===== src/rtl/counter_arbiter_pkg.sv =====
// Shared types and constants for the counter_arbiter slice.
//   arb_state_t        : burst FSM state encoding
//   MODE_UP/MODE_DOWN  : direction encoding on req_mode/mode
//   DEF_*              : default parameter values
//   wrap_inc()         : modulo-n increment used for the round-robin pointer
package counter_arb_pkg;

    localparam int unsigned DEF_NUM_REQ = 4;
    localparam int unsigned DEF_WIDTH   = 4;
    localparam int unsigned DEF_LEN_W   = 4;

    localparam logic MODE_UP   = 1'b1;
    localparam logic MODE_DOWN = 1'b0;

    typedef enum logic [1:0] {
        IDLE  = 2'd0,
        GRANT = 2'd1,
        RUN   = 2'd2,
        DONE  = 2'd3
    } arb_state_t;

    // (v + 1) mod n, for v < n
    function automatic int unsigned wrap_inc(input int unsigned v, input int unsigned n);
        return ((v + 1) >= n) ? 0 : (v + 1);
    endfunction

endpackage


===== src/rtl/counter_arbiter_if.sv =====
// Bus between the requesting clients and counter_arbiter.
//   req/req_mode/req_len : per-requester request, direction and step count
//   grant/done           : one-hot owner and completion pulse
//   busy/mode/step/count : shared counter status
// Modports: master = client side, slave = arbiter side.
interface counter_arbiter_if #(
    parameter int unsigned NUM_REQ = counter_arb_pkg::DEF_NUM_REQ,
    parameter int unsigned WIDTH   = counter_arb_pkg::DEF_WIDTH,
    parameter int unsigned LEN_W   = counter_arb_pkg::DEF_LEN_W
) ();

    logic [NUM_REQ-1:0]            req;
    logic [NUM_REQ-1:0]            req_mode;
    logic [NUM_REQ-1:0][LEN_W-1:0] req_len;
    logic [NUM_REQ-1:0]            grant;
    logic [NUM_REQ-1:0]            done;
    logic                          busy;
    logic                          mode;
    logic                          step;
    logic [WIDTH-1:0]              count;

    modport master (
        output req, req_mode, req_len,
        input  grant, done, busy, mode, step, count
    );

    modport slave (
        input  req, req_mode, req_len,
        output grant, done, busy, mode, step, count
    );

endinterface


===== src/rtl/counter_arbiter_rr_arbiter.sv =====
// Combinational round-robin pick: searches req_i starting at ptr_i and
// wrapping, returns the first requester found.
//   req_i   : request vector
//   ptr_i   : index where the search starts
//   gnt_o   : one-hot winner
//   idx_o   : winner index
//   valid_o : any request present
module rr_arbiter
    import counter_arb_pkg::*;
#(
    parameter int unsigned NUM_REQ = DEF_NUM_REQ
) (
    input  logic [NUM_REQ-1:0]         req_i,
    input  logic [$clog2(NUM_REQ)-1:0] ptr_i,
    output logic [NUM_REQ-1:0]         gnt_o,
    output logic [$clog2(NUM_REQ)-1:0] idx_o,
    output logic                       valid_o
);

    localparam int unsigned IDX_W = $clog2(NUM_REQ);

    int unsigned cand;

    // First request at or after ptr_i wins
    always_comb begin
        gnt_o   = '0;
        idx_o   = '0;
        valid_o = 1'b0;
        cand    = 0;
        for (int unsigned i = 0; i < NUM_REQ; i++) begin
            cand = 32'(ptr_i) + i;
            if (cand >= NUM_REQ) begin
                cand = cand - NUM_REQ;
            end
            if (!valid_o && req_i[IDX_W'(cand)]) begin
                valid_o            = 1'b1;
                gnt_o[IDX_W'(cand)] = 1'b1;
                idx_o              = IDX_W'(cand);
            end
        end
    end

endmodule


===== src/rtl/counter_arbiter.sv =====
// Shares one up/down count register among NUM_REQ requesters. A round-robin
// winner owns the counter for a burst of req_len steps in direction req_mode,
// one step per cycle; done pulses to the owner at the end.
// Ports:
//   clk, rst_n : clock, asynchronous active-low reset
//   bus        : counter_arbiter_if.slave (req/req_mode/req_len in;
//                grant/done/busy/mode/step/count out, all registered)
// Build option: COUNTER_ARB_SATURATE_EN makes the count saturate at the
// range limits instead of wrapping; burst timing is unchanged.
module counter_arbiter
    import counter_arb_pkg::*;
#(
    parameter int unsigned NUM_REQ = DEF_NUM_REQ,
    parameter int unsigned WIDTH   = DEF_WIDTH,
    parameter int unsigned LEN_W   = DEF_LEN_W
) (
    input  logic             clk,
    input  logic             rst_n,
    counter_arbiter_if.slave bus
);

    localparam int unsigned IDX_W = $clog2(NUM_REQ);

    arb_state_t         state_q, state_d;
    logic [NUM_REQ-1:0] grant_q, grant_d;
    logic [NUM_REQ-1:0] done_q, done_d;
    logic               busy_q, busy_d;
    logic               mode_q, mode_d;
    logic               step_q, step_d;
    logic [WIDTH-1:0]   count_q, count_d;
    logic [LEN_W-1:0]   rem_q, rem_d;
    logic [IDX_W-1:0]   owner_q, owner_d;
    logic [IDX_W-1:0]   rr_ptr_q, rr_ptr_d;

    logic [NUM_REQ-1:0] arb_gnt;
    logic [IDX_W-1:0]   arb_idx;
    logic               arb_valid;
    logic [WIDTH-1:0]   count_step;
    logic [IDX_W-1:0]   ptr_after_owner;

    rr_arbiter #(
        .NUM_REQ (NUM_REQ)
    ) u_rr_arbiter (
        .req_i   (bus.req),
        .ptr_i   (rr_ptr_q),
        .gnt_o   (arb_gnt),
        .idx_o   (arb_idx),
        .valid_o (arb_valid)
    );

    // Count value after one step in the current direction
    always_comb begin
        count_step = count_q;
`ifdef COUNTER_ARB_SATURATE_EN
        if (mode_q == MODE_UP) begin
            count_step = (count_q == {WIDTH{1'b1}}) ? count_q : count_q + WIDTH'(1);
        end else begin
            count_step = (count_q == '0) ? count_q : count_q - WIDTH'(1);
        end
`else
        count_step = (mode_q == MODE_UP) ? count_q + WIDTH'(1) : count_q - WIDTH'(1);
`endif
    end

    assign ptr_after_owner = IDX_W'(wrap_inc(32'(owner_q), NUM_REQ));

    // State and output registers
    always_ff @(posedge clk or negedge rst_n) begin
        if (!rst_n) begin
            state_q  <= IDLE;
            grant_q  <= '0;
            done_q   <= '0;
            busy_q   <= 1'b0;
            mode_q   <= MODE_UP;
            step_q   <= 1'b0;
            count_q  <= '0;
            rem_q    <= '0;
            owner_q  <= '0;
            rr_ptr_q <= '0;
        end else begin
            state_q  <= state_d;
            grant_q  <= grant_d;
            done_q   <= done_d;
            busy_q   <= busy_d;
            mode_q   <= mode_d;
            step_q   <= step_d;
            count_q  <= count_d;
            rem_q    <= rem_d;
            owner_q  <= owner_d;
            rr_ptr_q <= rr_ptr_d;
        end
    end

    // Next state; registered outputs are computed for the state being entered
    always_comb begin
        state_d  = state_q;
        grant_d  = grant_q;
        done_d   = '0;
        busy_d   = busy_q;
        mode_d   = mode_q;
        step_d   = 1'b0;
        count_d  = count_q;
        rem_d    = rem_q;
        owner_d  = owner_q;
        rr_ptr_d = rr_ptr_q;

        case (state_q)
            IDLE: begin
                grant_d = '0;
                busy_d  = 1'b0;
                if (arb_valid) begin
                    state_d = GRANT;
                    grant_d = arb_gnt;
                    busy_d  = 1'b1;
                    owner_d = arb_idx;
                    mode_d  = bus.req_mode[arb_idx];
                    rem_d   = bus.req_len[arb_idx];
                end
            end

            GRANT, RUN: begin
                if (!bus.req[owner_q]) begin
                    // Owner abandoned: release without done, still rotate past it
                    state_d  = IDLE;
                    grant_d  = '0;
                    busy_d   = 1'b0;
                    rr_ptr_d = ptr_after_owner;
                end else if (rem_q == '0) begin
                    state_d         = DONE;
                    grant_d         = '0;
                    busy_d          = 1'b0;
                    done_d[owner_q] = 1'b1;
                end else begin
                    state_d = RUN;
                    step_d  = 1'b1;
                    count_d = count_step;
                    rem_d   = rem_q - LEN_W'(1);
                end
            end

            DONE: begin
                state_d  = IDLE;
                rr_ptr_d = ptr_after_owner;
            end

            default: begin
                state_d = IDLE;
            end
        endcase
    end

    assign bus.grant = grant_q;
    assign bus.done  = done_q;
    assign bus.busy  = busy_q;
    assign bus.mode  = mode_q;
    assign bus.step  = step_q;
    assign bus.count = count_q;

endmodule

===== src/flat_wrapper.sv =====
// flat-port wrapper written by rule: the top's interface ports become plain ports
module counter_arbiter_flat import counter_arb_pkg::*;
#(
    parameter int unsigned NUM_REQ = DEF_NUM_REQ,
    parameter int unsigned WIDTH   = DEF_WIDTH,
    parameter int unsigned LEN_W   = DEF_LEN_W
)
  (clk, rst_n, bus_req, bus_req_mode, bus_req_len, bus_grant, bus_done, bus_busy, bus_mode, bus_step, bus_count);
  counter_arbiter_if #(.NUM_REQ(NUM_REQ), .WIDTH(WIDTH), .LEN_W(LEN_W)) bus_i ();
  input  logic clk;
  input  logic rst_n;
  input wire logic [$bits(bus_i.req)-1:0] bus_req;
  input wire logic [$bits(bus_i.req_mode)-1:0] bus_req_mode;
  input wire logic [$bits(bus_i.req_len)-1:0] bus_req_len;
  output wire logic [$bits(bus_i.grant)-1:0] bus_grant;
  output wire logic [$bits(bus_i.done)-1:0] bus_done;
  output wire logic [$bits(bus_i.busy)-1:0] bus_busy;
  output wire logic [$bits(bus_i.mode)-1:0] bus_mode;
  output wire logic [$bits(bus_i.step)-1:0] bus_step;
  output wire logic [$bits(bus_i.count)-1:0] bus_count;
  assign bus_i.req = bus_req;
  assign bus_i.req_mode = bus_req_mode;
  assign bus_i.req_len = bus_req_len;
  assign bus_grant = bus_i.grant;
  assign bus_done = bus_i.done;
  assign bus_busy = bus_i.busy;
  assign bus_mode = bus_i.mode;
  assign bus_step = bus_i.step;
  assign bus_count = bus_i.count;
  counter_arbiter #(.NUM_REQ(NUM_REQ), .WIDTH(WIDTH), .LEN_W(LEN_W)) u_core (.clk(clk), .rst_n(rst_n), .bus(bus_i));
endmodule

===== config.mk =====
export PLATFORM = sky130hd
export DESIGN_NAME = counter_arbiter_flat
export DESIGN_NICKNAME = d
export VERILOG_FILES = /design/src/rtl/counter_arbiter_pkg.sv /design/src/rtl/counter_arbiter_if.sv /design/src/rtl/counter_arbiter_rr_arbiter.sv /design/src/rtl/counter_arbiter.sv /design/src/flat_wrapper.sv
export SDC_FILE = /design/constraint.sdc
export NUM_CORES = 1
export LEC_CHECK = 0
export CORE_MARGIN = 10
export CORE_UTILIZATION = 51
export CTS_BUF_LIST = sky130_fd_sc_hd__clkbuf_4 sky130_fd_sc_hd__clkbuf_8 sky130_fd_sc_hd__clkbuf_16
export DETAILED_ROUTE_END_ITERATION = 6
export MAX_ROUTING_LAYER = met4
export PLACE_DENSITY = 0.81
export SYNTH_ARGS = -nofsm -noshare
export SYNTH_HDL_FRONTEND = slang
export SYNTH_HIERARCHICAL = 1
export SYNTH_SLANG_ARGS = --single-unit

===== constraint.sdc =====
create_clock -name clk -period 3.8 [get_ports clk]
set_input_delay 0.76 -clock clk [delete_from_list [all_inputs] [get_ports clk]]
set_output_delay 0.76 -clock clk [all_outputs]
set_load 0.05 [all_outputs]

## Yosys cells after proc, flatten, opt, wreduce, memory -nomap -nowiden

Index checks and enable logic that the tools add are counted.

| storage, ports and cells | value |
|---|---|
| bits in registers | 25 |
| input port bits | 26 |
| output and inout port bits | 15 |
| word-level logic and storage cells | 136 |

| cells by class | value |
|---|---|
| $add $sub $neg | 11 |
| order comparisons | 16 |
| equal/unequal tests | 8 |
| mux-type cells | 66 |
| bitwise operators | 4 |
| reduce and logical (&&, ||, !) cells | 21 |

Operators with widths:

| operator | number |
|---|---|
| $mux 4 | 15 |
| $mux 2 | 12 |
| $mux 1 | 22 |
| $lt 2x3->1 const B | 6 |
| $pmux 4 s2 | 2 |
| $bmux 1 s2 | 6 |
| $ge 3x3->1 const B | 4 |
| $or 4x4->4 | 3 |
| $demux 1 s2 | 5 |
| $ge 2x1->1 const B | 5 |
| $bmux 4 s2 | 1 |
| $logic_and 1x1->1 | 8 |
| $sub 2x1->2 const B | 4 |
| $sub 4x1->4 const B | 2 |
| $add 2x1->3 const B | 2 |
| $add 2x2->3 const B | 2 |
| $pmux 2 s3 | 1 |
| $reduce_and 2->1 | 3 |
| $add 4x1->4 const B | 1 |
| $eq 2x2->1 const B | 2 |
| $logic_not 4->1 | 1 |
| $ne 2x1->1 const B | 2 |
| $ne 2x2->1 const B | 2 |
| $pmux 2 s2 | 1 |
| other kinds (11) | 14 |

## Depth between registers and ports, before layout

| depth | value |
|---|---|
| word-level depth | 18 |
| depth in mapped cells | 12 |
| mapped depth without buffers | 9 |

## Modules after synthesis

Netlist, hierarchy kept.

By module, submodules not included:

| module | instances | cells an instance | area an instance (um2) | seq. area each (um2) |
|---|---|---|---|---|
| counter_arbiter | 1 | 136 | 1,498.9 | 626.9 |
| rr_arbiter | 1 | 45 | 419.2 | 0.0 |

## Worst setup path after synthesis

No wires, ideal clock.

| path | value |
|---|---|
| kind | reg2reg |
| start point | register u_core.rr_ptr_q[0] |
| end point | register u_core.rem_q[1] |
| library setup time | 0.140 ns |
| arrival time | 2.858 ns |
| required time | 3.660 ns |
| path slack | 0.802 ns |
| cell stages (with the launch flop) | 13 |
| buffers on the path | 3 |
| clock period less this slack | 2.998 ns |
| path through | dfrtp_1 buf_6 inv_1 ha_1 mux4_2 buf_6 and2b_2 o21ai_0 o31ai_1 clkbuf_1 mux4_2 nor3_1 a211oi_2 |

| on the way | value |
|---|---|
| longest elaborated chain between the ends | 18 |
| elaborated cells between the ends (all ways) | 43 |
| those cells by class | add/sub (7); order compare (4); eq/ne (1); mux (24); reduce/logical (7) |

RTL lines:

| element | line | text |
|---|---|---|
| start: declaration | counter_arbiter.sv:33 | `logic [IDX_W-1:0] rr_ptr_q, rr_ptr_d;` |
| start signal: assignment | counter_arbiter.sv:90 | `rr_ptr_q <= rr_ptr_d;` |
| parallel branches: the longest is 13 deep, another holds $add 2x1->3 | n/a |  |
| $mux 2 (*) | counter_arbiter_rr_arbiter.sv:35 | `if (!valid_o && req_i[IDX_W'(cand)]) begin` |
| via u_core.arb_idx[0] | counter_arbiter.sv:36 | `logic [IDX_W-1:0] arb_idx;` |
| $bmux 4 s2 (*) | counter_arbiter.sv:117 | `rem_d = bus.req_len[arb_idx];` |
| $mux 4 (not written as such) (*) | counter_arbiter.sv:117 |  |
| $mux 4 (*) | counter_arbiter.sv:111 | `if (arb_valid) begin` |
| $pmux 4 s2 (*) | counter_arbiter.sv:107 | `case (state_q)` |
| end signal: assignment | counter_arbiter.sv:88 | `rem_q <= rem_d;` |
| end: declaration | counter_arbiter.sv:31 | `logic [LEN_W-1:0] rem_q, rem_d;` |

Mark *: on every way through the listed nets, which the timed path passes. The select of a mux whose other input is x is not followed.
A chain may end at the register's enable or synchronous reset.

## Worst setup path in the final report

| path | value |
|---|---|
| start point | input bus_req[3] |
| end point | register u_core.rem_q[1] |

| on the way | value |
|---|---|
| longest elaborated chain between the ends | 16 |
| elaborated cells between the ends (all ways) | 31 |
| those cells by class | eq/ne (2); mux (22); reduce/logical (7) |

RTL lines:

| element | line | text |
|---|---|---|
| start: declaration | flat_wrapper.sv:12 | `input wire logic [$bits(bus_i.req)-1:0] bus_req;` |
| $bmux 1 s2 | counter_arbiter_rr_arbiter.sv:35 |  |
| $mux 1 (not written as such) | counter_arbiter_rr_arbiter.sv:35 |  |
| $mux 1 | counter_arbiter_rr_arbiter.sv:35 |  |
| $logic_not 1->1 | counter_arbiter_rr_arbiter.sv:35 |  |
| $logic_and 1x1->1 | counter_arbiter_rr_arbiter.sv:35 |  |
| $mux 1 | counter_arbiter_rr_arbiter.sv:35 |  |
| $logic_not 1->1 | counter_arbiter_rr_arbiter.sv:35 |  |
| $logic_and 1x1->1 | counter_arbiter_rr_arbiter.sv:35 |  |
| $mux 1 | counter_arbiter_rr_arbiter.sv:35 |  |
| $logic_not 1->1 | counter_arbiter_rr_arbiter.sv:35 |  |
| $logic_and 1x1->1 | counter_arbiter_rr_arbiter.sv:35 |  |
| $mux 2 (*) | counter_arbiter_rr_arbiter.sv:35 |  |
| via u_core.arb_idx[0] | counter_arbiter.sv:36 |  |
| $bmux 4 s2 (*) | counter_arbiter.sv:117 |  |
| $mux 4 (not written as such) (*) | counter_arbiter.sv:117 |  |
| $mux 4 (*) | counter_arbiter.sv:111 |  |
| $pmux 4 s2 (*) | counter_arbiter.sv:107 |  |

The timed path passes the listed nets; every way through them passes the cells marked *. The select of a mux whose other input is x is not followed.

==> key figures <==
Timing
  – Fmax achieved: 0.285 GHz
  – Final Cycle Share: 0.922
  – Pin slew with the least headroom to its limit: 1.09 ns
  – Final setup vio count: 0
  – Fin Hold WS: 0.480 ns
  – Final hold violation count: 0
  – Setup Skew: 0.00227 ns
  – Period minus WS final: 3.50 ns
  – Slew HR: 0.265
  – RSZ-0062 raised after global routing: no
  – Slew Viols, Final: 0

Setup path
  – FF-to-FF path depth: 8
  – Critical path peak fanout: 6
  – Worst R2R Start: u_core/rr_ptr_q[1]$_DFFE_PN0P_
  – Required @ worst endpoint: 3.92 ns
  – Kind of critical path: input port to register
  – Critical Path Start Type: input port
  – CP startpoint: bus_req[3]
  – CP endpoint kind: register
  – Critical path arrival: 3.63 ns

Power and ir drop
  – Gate power share: 0.714
  – P_sw: 1090 uW
  – Final Power: 2280 uW
  – Switching share of total power: 0.479
  – Clock share of power: 0.071
  – Max IR drop VDD: 0.465 mV
  – Pleak: 0.00104 uW
  – Pwr dens: 929 nW/um2
  – Internal: 1190 uW
  – Sequential Power Share: 0.215

Floorplanning
  – Initial cell density of the core: 0.524
  – Core area: 3660 um2
  – Die Y: 81.3 um
  – Die area: 6610 um2
  – Io pins: 41
  – Row count: 22
  – Die width: 81.3 um

Layout
  – Antenna Cells: 0
  – Nets: 271
  – Core Util, Final: 0.672
  – Multi-input logic area: 1190 um2
  – # fillers: 291
  – Layout cell share with drive strength beyond 1: 0.141
  – Reg area: 627 um2
  – Final Instance Area: 2460 um2
  – Area grow syn2layout: 28.2%

Logic synthesis
  – Largest cells by area after synthesis: dfrtp_1 (31%), ha_1 (10%), mux4_2 (9.4%), a22oi_1 (3.5%), and3_1 (2.9%)
  – YS warnings: 6
  – EDFF count, synth: 0
  – Mean area per synthesized cell: 10.6 um2
  – Largest area contributor in the netlist: dfrtp_1
  – Post-synth ARST share: 1.00
  – Sequential element share of the synthesized area: 0.327
  – Synth Register Bits: 25
  – Synth cell types: 44
  – Post-Syn Instances: 181
  – Synth Flop Type: dfrtp_1
  – Syn_nets: 224
  – Cell Area, Synth: 1920 um2
  – Post-synth top area share: 0.313

CTS
  – Worst-skew pair later-pin latency: 0.26 ns
  – # resized after CTS: 0
  – # Post-CTS Setup Buffers: 0
  – CTS sink cnt: 25
  – TritonCTS Buffers: 3
  – Number of H-tree levels: 1
  – CTS tree: done
  – Cts hold-fix bufs: 0
  – Clk buf depth: 2
  – Reg clk slew, reported paths: 0.08 ns
  – Clock root buffer: clkbuf_8

Run status
  – Status: complete, no violations

Routing
  – Routed vias: 1,598
  – DR WL/cell: 16.1 um
  – Routed wire length: 4.44 mm
  – Pre-antenna DRT Iters: 4
  – Via density: 5.81
  – DR iter-0 viols: 93
  – Drc violations: 0
  – DRT antenna net count: 0

Run
  – Max-cap violations: 0

Placement
  – DPL Wire Length: 3.47 mm
  – GPL Wtd Cong: 0.901
  – Count of input and output buffers: 40
  – Area after DPL: 2410 um2

Global route
  – Initial antenna violation count: 0
  – Largest net degree at the start of global routing: 26
  – First-pass GRT wire length: 7.31 mm
  – Vias in the first global route: 1,578
  – Total grt overflow: 0
  – GRT Overall Usage: 0.139

Min path
  – Worst Hold Path Cells: 1
  – Worst Hold Class: register to register
  – Hold Startpoint: u_core/bus.count[3]$_DFFE_PN0P_
==> cell usage in the layout (no fill, tap or decap), types with 2 or more instances in the layout <==
master | netlist | final
mux4_2 | 8 | 8
and3_1 | 9 | 9
o21ai_0 | 10 | 10
ha_1 | 16 | 16
a21oi_1 | 11 | 11
mux2_2 | 2 | 2
clkbuf_8 | 0 | 3
and2_1 | 3 | 3
xnor2_1 | 3 | 3
dfrtp_1 | 24 | 24
clkdlybuf4s50_1 | 0 | 40
a32o_1 | 2 | 2
mux4_1 | 2 | 2
mux2_1 | 2 | 2
nand2b_1 | 3 | 3
o211ai_1 | 2 | 2
nor3_1 | 9 | 9
mux2i_1 | 3 | 3
xor2_1 | 2 | 2
a22oi_1 | 9 | 9
o2bb2ai_1 | 5 | 5
a211oi_1 | 4 | 4
inv_1 | 13 | 13
nand2_1 | 6 | 6
nor2_1 | 5 | 5
o31ai_1 | 2 | 2
buf_4 | 0 | 11
==> critical path, cell delays in order <==
cell	delay, ns
clkdlybuf4s50_1	0.45
mux4_1	0.53
inv_1	0.09
a21oi_1	0.06
o31ai_1	0.87
mux4_2	0.61
nor3_1	0.19
a211oi_2	0.07
==> power groups by stage <==
stage | clock, uW | combinational, uW | sequential, uW
6_report | 163 | 1630 | 491
5_1_grt | 174 | 1770 | 510
4_1_cts | 165 | 1630 | 490
3_5_place_dp | 0 | 1620 | 494
3_3_place_gp | 0 | 1580 | 491
2_1_floorplan | 0 | 1080 | 638
==> stage by stage <==
stage / std cells / setup WS [ns] / TNS, ns
2_1_floorplan: 181 / 0.802 / 0
3_3_place_gp: 271 / 0.0830 / 0
3_5_place_dp: 271 / -0.0769 / -0.222
4_1_cts: 275 / 0.214 / 0
5_1_grt: 275 / 0.0385 / 0
6_report: 275 / 0.295 / 0
==> flip-flops by register name, summed over array words and instances, names as in the netlist <==
signal	count
u_core/rr_ptr_q	2
u_core/rem_q	4
u_core/bus.mode	1
u_core/bus.count	4
u_core/bus.busy	1
u_core/bus.done	4
u_core/bus.step	1
u_core/bus.grant	4
u_core/state_q	2
u_core/owner_q	2
==> synthesized netlist by cell type (all sizes together), types with 6 or more instances <==
cell type	number
a21oi	11
a22oi	9
and3	9
dfrtp	24
ha	16
inv	13
mux4	10
nand2	6
nor3	9
o21ai	10
==> final cells by class <==
cell class	instances	area share
tap	48	0.0244
sequential	25	0.255
inverter	13	0.0198
timing repair buffer	51	0.196
multi-input combinational	134	0.484
clock buffer	4	0.0198
==> metal layers <==
| layer | wire length (um) | track usage | part of all wire | up-vias |
|---|---|---|---|---|
| met5 | 0 | - | 0 | - |
| met4 | 61 | 0.0519 | 0.014 | 0 |
| met3 | 281 | 0.0210 | 0.063 | 4 |
| met2 | 2010 | 0.205 | 0.45 | 65 |
| met1 | 2090 | 0.188 | 0.47 | 753 |
| li1 | - | - | - | 776 |
==> path summary, 6_finish.rpt <==
| path | endpoint | slack, ns |
|---|---|---|
| min | u_core/bus.count[3]$_DFFE_PN0P_ | 0.48 |
| max in group asynchronous | u_core/bus.done[1]$_DFF_PN0_ | 2.08 |
| max reg2reg | u_core/rem_q[1]$_DFFE_PN0P_ | 0.47 |
| max | u_core/rem_q[1]$_DFFE_PN0P_ | 0.30 |
| min reg2reg | u_core/bus.count[3]$_DFFE_PN0P_ | 0.48 |
| min in group asynchronous | u_core/rem_q[3]$_DFFE_PN0P_ | 1.08 |
==> cell families (layout without fill, tap and decap cells) <==
| group | count (synthesis) | in the layout | synth area share |
|---|---|---|---|
| fa+ha+maj | 17 | 17 | 0.115 |
| simple gates | 43 | 43 | 0.132 |
| compound gates | 51 | 51 | 0.183 |
| xor+xnor | 5 | 5 | 0.0228 |
| flops | 25 | 25 | 0.327 |
| mux | 18 | 18 | 0.168 |
| buf+inv | 22 | 68 | 0.0522 |
Power figures use the tool's default switching activity.
